## config.mk

```make
export PLATFORM = sky130hd
export DESIGN_NAME = zoom_vertical
export DESIGN_NICKNAME = d
export VERILOG_FILES = /design/src/rtl/zoom_vertical.sv
export SDC_FILE = /design/constraint.sdc
export NUM_CORES = 2
export LEC_CHECK = 0
export CORE_MARGIN = 2
export CORE_UTILIZATION = 31
export DETAILED_ROUTE_END_ITERATION = 6
export GPL_ROUTABILITY_DRIVEN = 1
export GPL_TIMING_DRIVEN = 0
export MAX_ROUTING_LAYER = met4
export PLACE_DENSITY = 0.52
export SLEW_MARGIN = 20
export SYNTH_ARGS = -nofsm -noshare
export SYNTH_HDL_FRONTEND = slang
export SYNTH_SLANG_ARGS = --single-unit
export TNS_END_PERCENT = 100
```

## constraint.sdc

```tcl
create_clock -name clk -period 3.6 [get_ports clk]
set_clock_uncertainty 0.1 [all_clocks]
set_input_delay 0.36 -clock clk [delete_from_list [all_inputs] [get_ports clk]]
set_output_delay 0.36 -clock clk [all_outputs]
set_load 0.01 [all_outputs]
```

## src/rtl/zoom_vertical.sv

```systemverilog
// Streaming 8-bit vertical scaler: doubles lines (zoom_in=1) or drops odd lines (zoom_in=0).
// One line is held in a single-port buffer and replayed after it has been forwarded.
module zoom_vertical #(
  parameter int LINE_WIDTH = 320,
  parameter int ADDR_W     = 9
) (
  input  logic       clk,
  input  logic       rst,
  input  logic [7:0] pixel_in,
  input  logic       pixel_valid_in,
  input  logic       sof_in,
  output logic       pixel_ready_out,
  output logic [7:0] pixel_out,
  output logic       pixel_valid_out,
  input  logic       pixel_ready_in,
  input  logic       zoom_in
);

  localparam int DATA_W = 8;
  localparam logic [ADDR_W-1:0] LAST_COL = ADDR_W'(LINE_WIDTH - 1);
  localparam logic [ADDR_W:0]   RD_END   = (ADDR_W + 1)'(LINE_WIDTH);

  typedef enum logic {S_PASS, S_REPLAY} state_t;

  state_t              state, state_nxt;
  logic [ADDR_W-1:0]   col, col_nxt, col_eff;
  logic                parity, parity_nxt, parity_eff;
  logic                mode_q, mode_nxt, mode_eff;
  logic [ADDR_W:0]     rd_cnt, rd_cnt_nxt;
  logic                rd_vld_p1, rd_vld_nxt;
  logic [DATA_W-1:0]   rd_pix_p1;
  logic [DATA_W-1:0]   line_buf [2**ADDR_W];
  logic [DATA_W-1:0]   pix_nxt;
  logic                vld_nxt;
  logic                sof_v, drop, can_load, out_fire, accept, wr_en, rd_en, load_rep;

  // sof_in restarts an even, forwarded line before the pixel is classified
  always_comb begin
    sof_v           = pixel_valid_in & sof_in;
    col_eff         = sof_v ? '0 : col;
    parity_eff      = sof_v ? 1'b0 : parity;
    mode_eff        = (col_eff == '0) ? zoom_in : mode_q;
    drop            = ~mode_eff & parity_eff;
    can_load        = ~pixel_valid_out | pixel_ready_in;
    out_fire        = pixel_valid_out & pixel_ready_in;
    pixel_ready_out = rst & (state == S_PASS) & (drop | can_load);
    accept          = pixel_valid_in & pixel_ready_out;
    wr_en           = accept & ~drop;
    load_rep        = (state == S_REPLAY) & rd_vld_p1 & can_load;
    rd_en           = (state == S_REPLAY) & (rd_cnt != RD_END) & (~rd_vld_p1 | load_rep);
  end

  always_comb begin
    state_nxt  = state;
    col_nxt    = col;
    parity_nxt = parity;
    mode_nxt   = mode_q;
    rd_cnt_nxt = rd_cnt;
    rd_vld_nxt = rd_vld_p1;
    pix_nxt    = pixel_out;
    vld_nxt    = pixel_valid_out & ~pixel_ready_in;
    case (state)
      S_PASS: begin
        if (accept) begin
          mode_nxt = mode_eff;
          if (col_eff == LAST_COL) begin
            col_nxt    = '0;
            parity_nxt = ~parity_eff;
            if (mode_eff) state_nxt = S_REPLAY;
          end else begin
            col_nxt    = col_eff + 1'b1;
            parity_nxt = parity_eff;
          end
        end
        if (wr_en) begin
          pix_nxt = pixel_in;
          vld_nxt = 1'b1;
        end
      end
      S_REPLAY: begin
        // rd_pix_p1 is a one-deep prefetch; a new read is issued only when it is free or draining
        if (rd_en) rd_cnt_nxt = rd_cnt + 1'b1;
        rd_vld_nxt = rd_en | (rd_vld_p1 & ~load_rep);
        if (load_rep) begin
          pix_nxt = rd_pix_p1;
          vld_nxt = 1'b1;
        end
        if ((rd_cnt == RD_END) && !rd_vld_p1 && out_fire) begin
          state_nxt  = S_PASS;
          rd_cnt_nxt = '0;
          rd_vld_nxt = 1'b0;
        end
      end
      default: state_nxt = S_PASS;
    endcase
  end

  always_ff @(posedge clk or negedge rst) begin
    if (!rst) begin
      state           <= S_PASS;
      col             <= '0;
      parity          <= 1'b0;
      mode_q          <= 1'b0;
      rd_cnt          <= '0;
      rd_vld_p1       <= 1'b0;
      pixel_out       <= '0;
      pixel_valid_out <= 1'b0;
    end else begin
      state           <= state_nxt;
      col             <= col_nxt;
      parity          <= parity_nxt;
      mode_q          <= mode_nxt;
      rd_cnt          <= rd_cnt_nxt;
      rd_vld_p1       <= rd_vld_nxt;
      pixel_out       <= pix_nxt;
      pixel_valid_out <= vld_nxt;
    end
  end

  // Single-port line buffer: writes only in S_PASS, reads only in S_REPLAY
  always_ff @(posedge clk) begin
    if (wr_en)
      line_buf[col_eff] <= pixel_in;
    else if (rd_en)
      rd_pix_p1 <= line_buf[rd_cnt[ADDR_W-1:0]];
  end

endmodule

```

==> impl_metrics.json <==
{
  "ctsRootBufferMaster": "clkbuf_16",
  "h-tree-depth": 5,
  "finalHoldViolations": 0,
  "path_cells": "buf_8 -> buf_12 -> buf_12 -> buf_6 -> buf_12 -> mux4_2 -> mux2i_2 -> a22oi_2 -> nand3_2 -> o31a_1 -> a32oi_4",
  "p_per_area_nw_per_um2": 827,
  "synth_enable_flop_cells": 4104,
  "period_share_pct": 122,
  "clk_latency_ns": 1.02,
  "timing.fmax_ghz": 0.227,
  "detail-route-antenna-nets": 0,
  "yosysWarningCount": 0,
  "initial_core_util_pct": 31.1,
  "drc_errors": 0,
  "core_area_um2": 521000,
  "gp_congestion": 1.05,
  "worst_slew_pin_slew_ns": 1.42,
  "synthDistinctLibCells": 83,
  "cts_buffers": 434,
  "p_switching_w": 0.0703,
  "pre_cts_slack_ns": -3.42,
  "vias": 100758,
  "yosysMostFrequentCell": "edfxtp_1",
  "syn_inst": 7635,
  "fillCellCount": 45860,
  "power_frac_clock_pct": 27.1,
  "min_path_type": "input pin to register",
  "die_h_um": 727,
  "async_reset_ff_share_pct": 0.774,
  "io_buffers": 23,
  "critical_path_class": "register to register",
  "crit_family": "buffers and inverters",
  "fin_ws_ns": -0.804,
  "start_kind": "register",
  "grt_pass1_wl_mm": 1040,
  "core.rowCount": 265,
  "reg2reg_depth": 11,
  "crit_cells": 11,
  "via_per_inst": 6.21,
  "grt_antenna_before_repair": 119,
  "outcome": "complete, but fails checks",
  "drt_iter0_drc": 21136,
  "synthTopCellsByCount": "edfxtp_1 (4104), mux4_2 (846), nor2_1 (573), mux2i_1 (472), nand2_1 (274)",
  "hold_depth": 3,
  "grt_pass1_vias": 90756,
  "synth_top_area_share_pct": 76.0,
  "intPower_w": 0.0999,
  "required_ns": 4.28,
  "synth_area_leaders": "edfxtp_1 (76%), mux4_2 (12%), mux2i_1 (2.9%)",
  "fp.dieW_um": 727,
  "syn-cell-area_um2": 162000,
  "power_frac_comb_pct": 41.6,
  "cts.clk_slew.worst_paths_ns": 0.07,
  "ir_drop_mv": 0.574,
  "synth_seq_area_share_pct": 76.5,
  "cp_slowest_cell": "a22oi_2",
  "cp_num_buf_inv": 5,
  "syn2layout_area_growth_pct": 26.8,
  "dp.cells": 14756,
  "dp_hpwl_mm": 548,
  "syn_area_per_cell_um2": 21.2,
  "rsz0062_at_grt": "true",
  "slowest_delay_ns": 0.58,
  "grt_max_degree": 127,
  "pwr-share-seq_pct": 31.3,
  "ys_ff_latch": 4136,
  "slew_violations": 0,
  "crit_top_cell": "buf_12",
  "p_leak_nw": 64.5,
  "cts_tree": "yes",
  "maxSlewHeadroom_pct": 5.54,
  "grt.total_usage_pct": 32.0,
  "fin_util_pct": 39.5,
  "worstPathMaxFanout": 11,
  "clock_path_buffers": 4,
  "nets": 8802,
  "maxCapViolations": 0,
  "final.min_clock_period_ns": 4.40,
  "drive_above_1_share_pct": 38.6,
  "routed_wl_mm": 842,
  "setup_viol": 4091,
  "violations": "negative setup slack",
  "end_kind": "register",
  "final_cells": 16218,
  "die_area_um2": 529000,
  "clkSinkCount": 4136,
  "synth_top_area_cell": "edfxtp_1",
  "ioPinCount": 24,
  "synth_nets": 7655,
  "wl_per_cell_um": 51.9,
  "overflow": 0,
  "cp_data_arrival_time_ns": 5.09,
  "ys.flop_type": "edfxtp_1",
  "swShare_pct": 41.3,
  "drtPass1Iterations": 6
}
[power by group through the flow]
| stage | sequential, W | combinational (W) | clock [W] |
|---|---|---|---|
| floorplan | 0.0542 | 0.0189 | 0 |
| global placement | 0.0554 | 0.0537 | 0 |
| detailed placement | 0.0542 | 0.0559 | 0 |
| CTS | 0.0532 | 0.0650 | 0.0458 |
| global route | 0.0533 | 0.0667 | 0.0475 |
| finish | 0.0533 | 0.0707 | 0.0462 |
[logic make-up after synthesis]
logic type | synth area share (%)
AO/OA/AOI/OAI | 2.50
XOR/XNOR | 0.0432
adder cells (fa/ha/maj) | 0.0463
buffers and inverters | 2.12
flip-flops | 76.5
multiplexers | 16.4
AND/OR/NAND/NOR | 2.46
[cell usage in the layout (no fill, tap or decap), types with 124 or more instances in the layout]
| master | instances |
|---|---|
| buf_12 | 312 |
| nor2_4 | 448 |
| mux4_2 | 853 |
| edfxtp_1 | 4104 |
| diode_2 | 124 |
| nand2_1 | 247 |
| clkbuf_16 | 444 |
| buf_4 | 359 |
| buf_16 | 196 |
| mux2i_1 | 380 |
[sequential cells by signal, indices dropped and copies added, names as in the netlist]
register	count
mode_q	1
pixel_out	8
rd_cnt	10
pixel_valid_out	1
col	9
line_buf	4096
state	1
rd_pix_p1	8
parity	1
rd_vld_p1	1
[tightest hold or removal path: stages]
cell and delay, ns:
clkdlybuf4s50_1 0.48, nand2b_1 0.21, nand3_1 0.07
[metrics by stage]
stage,instance area [um2],total power [W],setup TNS [ns],hold slack [ns]
final,206000,0.170,-1025.19,0.0377
after CTS,202000,0.164,-979.46,0.0123
after floorplan,162000,0.0731,0,-0.0356
after global placement,171000,0.109,-,0.364
after detailed placement,175000,0.110,-9685.62,0.101
after global routing,206000,0.167,-1446.05,0.108
[final cells by class]
class | count | area (um2) | area share [%]
inverter | 16 | 86.3 | 0.0420
clock buffer | 509 | 11300 | 5.49
timing repair buffer | 717 | 10300 | 5.01
buffer | 469 | 7180 | 3.49
multi-input combinational | 3008 | 40800 | 19.8
tap | 6942 | 8690 | 4.22
sequential | 4136 | 124000 | 60.3
clock inverter | 297 | 2950 | 1.44
antenna | 124 | 310 | 0.151
[layer usage]
metal / global-route usage [%] / part of all wire, %
met5: - / 0
met3: 15.8 / 16
met1: 36.6 / 33
met4: 25.7 / 10
met2: 42.1 / 40
[what timing repair did]
item | CTS | global route
cloned | 4 | 0
endpoints found under the hold margin | 799 | 32
endpoints found under the setup margin | 4133 | 4131
resized for setup | 2105 | 169
hold buffers | 11 | 1
setup buffers | 362 | 161
pin swaps | 128 | 167
[final timing paths]
path / start / endpoint / slack [ns]
worst min-delay path: pixel_ready_in / pixel_valid_out / 0.04
worst max-delay path: rd_cnt[1] / rd_pix_p1[7] / -0.80
min in group asynchronous: rst / pixel_out[5] / 0.26
max in group asynchronous: rst / col[8] / 2.38
worst min register to register: rd_cnt[9] / rd_cnt[9] / 0.40
worst max register to register: rd_cnt[1] / rd_pix_p1[7] / -0.80
Power figures use the tool's default switching activity.
